`src/rtl/cpld_uart_responder_if.sv`:
```
// Strobe/data bus between the CPU's UART controller (master) and the CPLD responder (slave).
interface cpld_uart_responder_if;
   logic       uart_rdn;
   logic       uart_wrn;
   logic [7:0] bus_data_in;
   logic [7:0] bus_data_out;
   logic       bus_data_oe;
   logic       uart_dataready;
   logic       uart_tbre;
   logic       uart_tsre;

   modport master (
      output uart_rdn, uart_wrn, bus_data_in,
      input  bus_data_out, bus_data_oe, uart_dataready, uart_tbre, uart_tsre
   );

   modport slave (
      input  uart_rdn, uart_wrn, bus_data_in,
      output bus_data_out, bus_data_oe, uart_dataready, uart_tbre, uart_tsre
   );
endinterface

```
`src/rtl/cpld_uart_responder.sv`:
```
// CPLD UART responder: strobe decode, 8N1 THR/TSR transmitter and single-RBR receiver.
// UART_LOOPBACK_EN routes the internal txd into the receiver instead of the rxd pin.
module cpld_uart_responder #(
   parameter int CLK_FREQ = 50000000,
   parameter int BAUD     = 115200
) (
   input  logic                        clk,
   input  logic                        rst,
   cpld_uart_responder_if.slave        bus,
   output logic                        txd,
   input  logic                        rxd
);
   localparam int DIV = CLK_FREQ / BAUD;
   localparam int CW  = (DIV > 1) ? $clog2(DIV) : 1;
   localparam logic [CW-1:0] CNT_LAST = CW'(DIV - 1);
   localparam logic [CW-1:0] CNT_HALF = CW'(DIV / 2 - 1);

   typedef enum logic [1:0] {S_IDLE, S_START, S_DATA, S_STOP} state_t;

   logic r_wrn_d, r_rdn_d;
   logic w_wr_edge, w_rd_rise;

   state_t        r_tx_state, w_tx_state_n;
   logic [CW-1:0] r_tx_cnt, w_tx_cnt_n;
   logic [2:0]    r_tx_bit, w_tx_bit_n;
   logic [7:0]    r_tx_shift, w_tx_shift_n;
   logic [7:0]    r_thr, w_thr_n;
   logic          r_tbre, w_tbre_n;
   logic          r_tsre, w_tsre_n;
   logic          w_txd_line;

   logic          r_rx_s1, r_rx_s2, r_rx_prev;
   logic          w_rx_src;
   state_t        r_rx_state, w_rx_state_n;
   logic [CW-1:0] r_rx_cnt, w_rx_cnt_n;
   logic [2:0]    r_rx_bit, w_rx_bit_n;
   logic [7:0]    r_rx_shift, w_rx_shift_n;
   logic [7:0]    r_rbr, w_rbr_n;
   logic          r_dataready, w_dataready_n;

   always_ff @(posedge clk) begin
      if (rst) begin
         r_wrn_d <= 1'b1;
         r_rdn_d <= 1'b1;
      end else begin
         r_wrn_d <= bus.uart_wrn;
         r_rdn_d <= bus.uart_rdn;
      end
   end

   assign w_wr_edge = r_wrn_d & ~bus.uart_wrn;
   assign w_rd_rise = ~r_rdn_d & bus.uart_rdn;

   // Writes and reloads never collide: a write needs tbre=1, a reload needs tbre=0.
   always_comb begin
      w_tx_state_n = r_tx_state;
      w_tx_cnt_n   = r_tx_cnt;
      w_tx_bit_n   = r_tx_bit;
      w_tx_shift_n = r_tx_shift;
      w_thr_n      = r_thr;
      w_tbre_n     = r_tbre;
      w_tsre_n     = r_tsre;
      w_txd_line   = 1'b1;
      if (w_wr_edge && r_tbre) begin
         w_thr_n  = bus.bus_data_in;
         w_tbre_n = 1'b0;
      end
      case (r_tx_state)
         S_IDLE: begin
            if (!r_tbre) begin
               w_tx_shift_n = r_thr;
               w_tbre_n     = 1'b1;
               w_tsre_n     = 1'b0;
               w_tx_cnt_n   = '0;
               w_tx_state_n = S_START;
            end
         end
         S_START: begin
            w_txd_line = 1'b0;
            if (r_tx_cnt == CNT_LAST) begin
               w_tx_cnt_n   = '0;
               w_tx_bit_n   = 3'd0;
               w_tx_state_n = S_DATA;
            end else begin
               w_tx_cnt_n = r_tx_cnt + 1'b1;
            end
         end
         S_DATA: begin
            w_txd_line = r_tx_shift[r_tx_bit];
            if (r_tx_cnt == CNT_LAST) begin
               w_tx_cnt_n = '0;
               w_tx_bit_n = r_tx_bit + 3'd1;
               if (r_tx_bit == 3'd7) w_tx_state_n = S_STOP;
            end else begin
               w_tx_cnt_n = r_tx_cnt + 1'b1;
            end
         end
         S_STOP: begin
            if (r_tx_cnt == CNT_LAST) begin
               w_tx_cnt_n = '0;
               if (!r_tbre) begin
                  w_tx_shift_n = r_thr;
                  w_tbre_n     = 1'b1;
                  w_tx_state_n = S_START;
               end else begin
                  w_tsre_n     = 1'b1;
                  w_tx_state_n = S_IDLE;
               end
            end else begin
               w_tx_cnt_n = r_tx_cnt + 1'b1;
            end
         end
         default: w_tx_state_n = S_IDLE;
      endcase
   end

   always_ff @(posedge clk) begin
      if (rst) begin
         r_tx_state <= S_IDLE;
         r_tx_cnt   <= '0;
         r_tx_bit   <= 3'd0;
         r_tx_shift <= 8'd0;
         r_thr      <= 8'd0;
         r_tbre     <= 1'b1;
         r_tsre     <= 1'b1;
      end else begin
         r_tx_state <= w_tx_state_n;
         r_tx_cnt   <= w_tx_cnt_n;
         r_tx_bit   <= w_tx_bit_n;
         r_tx_shift <= w_tx_shift_n;
         r_thr      <= w_thr_n;
         r_tbre     <= w_tbre_n;
         r_tsre     <= w_tsre_n;
      end
   end

   // Reset forces the line idle in the same cycle, not only after the edge.
   assign txd = w_txd_line | rst;

`ifdef UART_LOOPBACK_EN
   assign w_rx_src = txd;
`else
   assign w_rx_src = rxd;
`endif

   always_ff @(posedge clk) begin
      if (rst) begin
         r_rx_s1   <= 1'b1;
         r_rx_s2   <= 1'b1;
         r_rx_prev <= 1'b1;
      end else begin
         r_rx_s1   <= w_rx_src;
         r_rx_s2   <= r_rx_s1;
         r_rx_prev <= r_rx_s2;
      end
   end

   // Clear is applied before the stop-bit set so a coincident set wins.
   always_comb begin
      w_rx_state_n  = r_rx_state;
      w_rx_cnt_n    = r_rx_cnt;
      w_rx_bit_n    = r_rx_bit;
      w_rx_shift_n  = r_rx_shift;
      w_rbr_n       = r_rbr;
      w_dataready_n = r_dataready;
      if (w_rd_rise) w_dataready_n = 1'b0;
      case (r_rx_state)
         S_IDLE: begin
            if (r_rx_prev && !r_rx_s2) begin
               w_rx_cnt_n   = '0;
               w_rx_state_n = S_START;
            end
         end
         S_START: begin
            if (r_rx_cnt == CNT_HALF) begin
               w_rx_cnt_n   = '0;
               w_rx_bit_n   = 3'd0;
               w_rx_state_n = r_rx_s2 ? S_IDLE : S_DATA;
            end else begin
               w_rx_cnt_n = r_rx_cnt + 1'b1;
            end
         end
         S_DATA: begin
            if (r_rx_cnt == CNT_LAST) begin
               w_rx_cnt_n   = '0;
               w_rx_shift_n = {r_rx_s2, r_rx_shift[7:1]};
               w_rx_bit_n   = r_rx_bit + 3'd1;
               if (r_rx_bit == 3'd7) w_rx_state_n = S_STOP;
            end else begin
               w_rx_cnt_n = r_rx_cnt + 1'b1;
            end
         end
         S_STOP: begin
            if (r_rx_cnt == CNT_LAST) begin
               w_rx_cnt_n   = '0;
               w_rx_state_n = S_IDLE;
               if (r_rx_s2) begin
                  w_rbr_n       = r_rx_shift;
                  w_dataready_n = 1'b1;
               end
            end else begin
               w_rx_cnt_n = r_rx_cnt + 1'b1;
            end
         end
         default: w_rx_state_n = S_IDLE;
      endcase
   end

   always_ff @(posedge clk) begin
      if (rst) begin
         r_rx_state  <= S_IDLE;
         r_rx_cnt    <= '0;
         r_rx_bit    <= 3'd0;
         r_rx_shift  <= 8'd0;
         r_rbr       <= 8'd0;
         r_dataready <= 1'b0;
      end else begin
         r_rx_state  <= w_rx_state_n;
         r_rx_cnt    <= w_rx_cnt_n;
         r_rx_bit    <= w_rx_bit_n;
         r_rx_shift  <= w_rx_shift_n;
         r_rbr       <= w_rbr_n;
         r_dataready <= w_dataready_n;
      end
   end

   assign bus.bus_data_out   = r_rbr;
   assign bus.bus_data_oe    = ~bus.uart_rdn & ~rst;
   assign bus.uart_dataready = r_dataready & ~rst;
   assign bus.uart_tbre      = r_tbre | rst;
   assign bus.uart_tsre      = r_tsre | rst;
endmodule
```
`src/flat_wrapper.sv`:
```
// flat-port wrapper written by rule: the top's interface ports become plain ports
module cpld_uart_responder_flat 
#(
   parameter int CLK_FREQ = 50000000,
   parameter int BAUD     = 115200
)
  (clk, rst, txd, rxd, bus_uart_rdn, bus_uart_wrn, bus_bus_data_in, bus_bus_data_out, bus_bus_data_oe, bus_uart_dataready, bus_uart_tbre, bus_uart_tsre);
  cpld_uart_responder_if bus_i ();
  input  logic clk;
  input  logic rst;
  output logic txd;
  input  logic rxd;
  input wire logic [$bits(bus_i.uart_rdn)-1:0] bus_uart_rdn;
  input wire logic [$bits(bus_i.uart_wrn)-1:0] bus_uart_wrn;
  input wire logic [$bits(bus_i.bus_data_in)-1:0] bus_bus_data_in;
  output wire logic [$bits(bus_i.bus_data_out)-1:0] bus_bus_data_out;
  output wire logic [$bits(bus_i.bus_data_oe)-1:0] bus_bus_data_oe;
  output wire logic [$bits(bus_i.uart_dataready)-1:0] bus_uart_dataready;
  output wire logic [$bits(bus_i.uart_tbre)-1:0] bus_uart_tbre;
  output wire logic [$bits(bus_i.uart_tsre)-1:0] bus_uart_tsre;
  assign bus_i.uart_rdn = bus_uart_rdn;
  assign bus_i.uart_wrn = bus_uart_wrn;
  assign bus_i.bus_data_in = bus_bus_data_in;
  assign bus_bus_data_out = bus_i.bus_data_out;
  assign bus_bus_data_oe = bus_i.bus_data_oe;
  assign bus_uart_dataready = bus_i.uart_dataready;
  assign bus_uart_tbre = bus_i.uart_tbre;
  assign bus_uart_tsre = bus_i.uart_tsre;
  cpld_uart_responder #(.CLK_FREQ(CLK_FREQ), .BAUD(BAUD)) u_core (.clk(clk), .rst(rst), .bus(bus_i), .txd(txd), .rxd(rxd));
endmodule
```
`config.mk`:
```
export PLATFORM = sky130hd
export DESIGN_NAME = cpld_uart_responder_flat
export DESIGN_NICKNAME = d
export VERILOG_FILES = /design/src/rtl/cpld_uart_responder_if.sv /design/src/rtl/cpld_uart_responder.sv /design/src/flat_wrapper.sv
export SDC_FILE = /design/constraint.sdc
export NUM_CORES = 1
export LEC_CHECK = 0
export ABC_AREA = 1
export CAP_MARGIN = 5
export CORE_MARGIN = 4
export CORE_UTILIZATION = 45
export DETAILED_ROUTE_END_ITERATION = 16
export PLACE_DENSITY = 0.66
export SYNTH_ARGS = -nofsm -noshare
export SYNTH_HDL_FRONTEND = slang
export SYNTH_SLANG_ARGS = --single-unit
```
`constraint.sdc`:
```
create_clock -name clk -period 1.8 [get_ports clk]
set_input_delay 0.27 -clock clk [delete_from_list [all_inputs] [get_ports clk]]
set_output_delay 0.27 -clock clk [all_outputs]
set_load 0.03 [all_outputs]
```
==> results.py <==
metrics = {
    "status": {
        "status": "finished clean",
    },
    "timing": {
        "finalSetupTns_ps": 0,
        "slew_headroom_pct": 74.7,
        "skew_ps": 10.6,
        "final.period_utilization_pct": 96.6,
        "setup_viol": 0,
        "fin_crit_ps": 1740,
        "tightest_slew_ps": 377,
        "final_hold_viol_count": 0,
        "timing.fmax_mhz": 575,
        "slew_viol_final": 0,
        "grt_setup_unrepaired": "yes",
    },
    "power_and_ir_drop": {
        "p_leak_nw": 1.56,
        "irDropWorstVdd_uv": 595,
        "power_density_nw_per_um2": 1330,
        "power_w": 0.00521,
    },
    "critical_path": {
        "cp_slowest_cell": "dfxtp_4",
        "reg2reg_depth": 9,
        "endpoint_kind": "output pin",
        "r2r_end": "u_core.r_rx_state[0]",
        "cp_top_family": "flip-flops",
        "worstSetupPathType": "register to output pin",
        "critPathMaxFanout": 5,
        "max_stage_delay_ps": 370,
        "arrival_ps": 1470,
        "r2r_start": "u_core.r_rx_state[0]",
        "worstSetupStartpointType": "register",
        "worstPathRequired_ps": 1530,
        "cp_num_buf_inv": 2,
        "path_cells": "inv_1, a21oi_2, o21ai_2, nand2_1, o211ai_1, nand3_1, buf_6",
        "timing.reg2reg.setup_slack_ps": 140,
    },
    "place": {
        "hpwl_um": 4640,
        "postPlaceCellArea_um2": 3610,
        "portBuffers": 25,
        "gp_congestion": 0.817,
    },
    "floorplanning": {
        "die_h_um": 92.9,
        "core_area_um2": 6910,
        "die-area_um2": 8630,
        "io_pins": 26,
        "start_util_pct": 47.0,
        "fp.dieW_um": 92.9,
        "rows": 30,
    },
    "grt": {
        "grt_use_met2_pct": 28.1,
        "grt_first_pass_wirelength_um": 11800,
        "grt_util_met3_pct": 3.49,
        "grt_use_met1_pct": 20.2,
        "grt_pass1_vias": 2705,
        "grt_antenna_before_repair": 0,
        "overflow": 0,
        "grt_util_all_layers_pct": 16.8,
        "grt_max_degree": 28,
        "grt_most_used_layer": "met2",
    },
    "logic_synthesis": {
        "syn-cell-area_um2": 3240,
        "synth_ff_type": "dfxtp_1",
        "syn_nets": 475,
        "synth_warnings": 0,
        "syn_inst": 444,
        "synth.avg_cell_area_um2": 7.31,
        "ys_types": 31,
        "yosysSeqAreaShare_pct": 42.0,
        "synthArstFlopShare_pct": 0,
        "ys_ff_latch": 68,
        "synth_edf_count": 0,
    },
    "clocking": {
        "root_buffer": "clkbuf_8",
        "cts_buffers": 9,
        "cts_tree": "done",
        "htreeDepth": 3,
        "cts_buffer_depth": 2,
        "clk_latency_ps": 340,
        "clock-sinks": 68,
        "clk_pin_slew_ps": 80,
    },
    "detailed_routing": {
        "wl_um": 6740,
        "num_vias": 2875,
        "routedWlPerCell_um": 11.6,
        "viasPerCell": 4.96,
        "remaining_drc_errors": 0,
        "ant_nets": 0,
        "dr.pass1.iters": 4,
        "drtIter0Drc": 125,
    },
    "final_layout": {
        "nets": 510,
        "fillers": 660,
        "diodes": 0,
        "syn2layout_area_growth_pct": 20.5,
        "finalInstanceArea_um2": 3910,
        "layout-drive-gt1-share_pct": 11.8,
    },
    "hold_path": {
        "min_path_cells": 1,
        "whs_endpoint": "u_core.r_rx_s2",
        "hold_class": "register to register",
        "hp-start": "u_core.r_rx_s1",
    },
    "run": {
        "cap_violations": 0,
    },
}
-- how the worst max path moves through the flow --
stage	start	to	slack, ps	cells after the start
2_1_floorplan	u_core.r_tx_state[0]	u_core.r_tx_bit[2]	270	7
3_3_place_gp	rst	bus_uart_tbre	-30	5
3_5_place_dp	rst	bus_uart_tbre	-60	5
4_1_cts	u_core.r_tx_bit[0]	txd	-30	6
5_1_grt	u_core.r_tx_bit[0]	txd	-40	7
6_report	u_core.r_tx_bit[1]	txd	60	7
-- sequential cells by signal, summed over array words and instances (netlist names), 2 cells and up, named ones only --
name                     cells
u_core.r_tx_state            2
u_core.r_rx_bit              3
u_core.bus.bus_data_out      8
u_core.r_tx_bit              3
u_core.r_thr                 8
u_core.r_rx_cnt              9
u_core.r_rx_shift            8
u_core.r_tx_cnt              9
u_core.r_tx_shift            8
-- worst register-to-register path, cell delays in order (launching register included) --
cell	delay, ps
dfxtp_1	430
inv_1	100
ha_1	290
inv_1	110
or2_2	110
nand3_1	70
nor2_1	220
nand3_1	100
nand2_1	80
nor2_1	40
-- synth_stat cells (2+ instances only) --
cell      number  area (µm²)
nand2_2        3        18.8
ha_1          18         225
nor2_4         2        22.5
nand4_1        9        56.3
nand2_1       86         323
a21oi_1       56         280
nor2_1        41         154
a211oi_1       3        22.5
xor2_1         2        17.5
clkbuf_1       7        26.3
or2_2          5        31.3
o21ai_0       40         200
nand3b_1       2        15.0
clkinv_1       5        18.8
buf_4          2        15.0
nand3_1       23         115
inv_1         56         210
nor3_1         2        10.0
o211ai_1       2        15.0
inv_2          2        7.51
dfxtp_1       68        1360
-- layout by cell type (no fill, tap or decap), types with 3 or more instances in the layout --
master / n
a21oi_1: 55
clkinv_1: 5
buf_4: 12
clkdlybuf4s50_1: 20
nand2_1: 86
nand3_1: 23
nor2_1: 40
inv_1: 55
or2_2: 5
nand2_2: 3
nand4_1: 9
dfxtp_1: 63
a211oi_1: 3
o21ai_0: 38
dfxtp_2: 3
clkbuf_8: 11
ha_1: 17
-- layer usage --
layer / routed length [µm] / vias up
met5: 0 / -
met4: 154 / 0
met3: 219 / 19
met2: 3250 / 46
met1: 3120 / 1297
li1: - / 1513
-- logic make-up after synthesis --
logic type / count (synthesis) / share of synthesized area, %
compound gates: 104 / 16.6
buf+inv: 74 / 9.06
xor+xnor: 3 / 0.810
fa+ha+maj: 18 / 6.94
flops: 68 / 42.0
simple gates: 177 / 24.6
-- report_power, final --
group	internal, W	switching (W)
combinational	0.000671	0.00120
clock	0.000858	0.000590
sequential	0.00172	0.000164
-- metrics by stage --
stage	cells	hold WS, ps	util [%]	setup slack [ps]
3_3_place_gp	563	430	52.3	-31.9
5_1_grt	580	451	56.6	-44.8
2_1_floorplan	444	374	-	267
3_5_place_dp	563	438	52.3	-55.7
4_1_cts	579	442	55.9	-28.3
6_report	580	426	56.6	60.3
-- area by class of cell --
type | count | area [µm²] | share of cell area (%)
Sequential cell | 68 | 1370 | 35.1
Clock inverter | 5 | 83.8 | 2.14
Clock buffer | 11 | 151 | 3.87
Tap cell | 96 | 120 | 3.07
Multi-Input combinational cell | 302 | 1610 | 41.2
Inverter | 63 | 239 | 6.11
Timing Repair Buffer | 35 | 330 | 8.45
-- repair_timing --
item / in CTS / in global routing
setup endpoints to repair: 3 / 7
buffers inserted: 0 / 1
pin swaps: 0 / 3
gates resized for setup: 5 / 16
hold buffers: 0 / 0
Note: power is estimated with default switching activity, not from simulation.
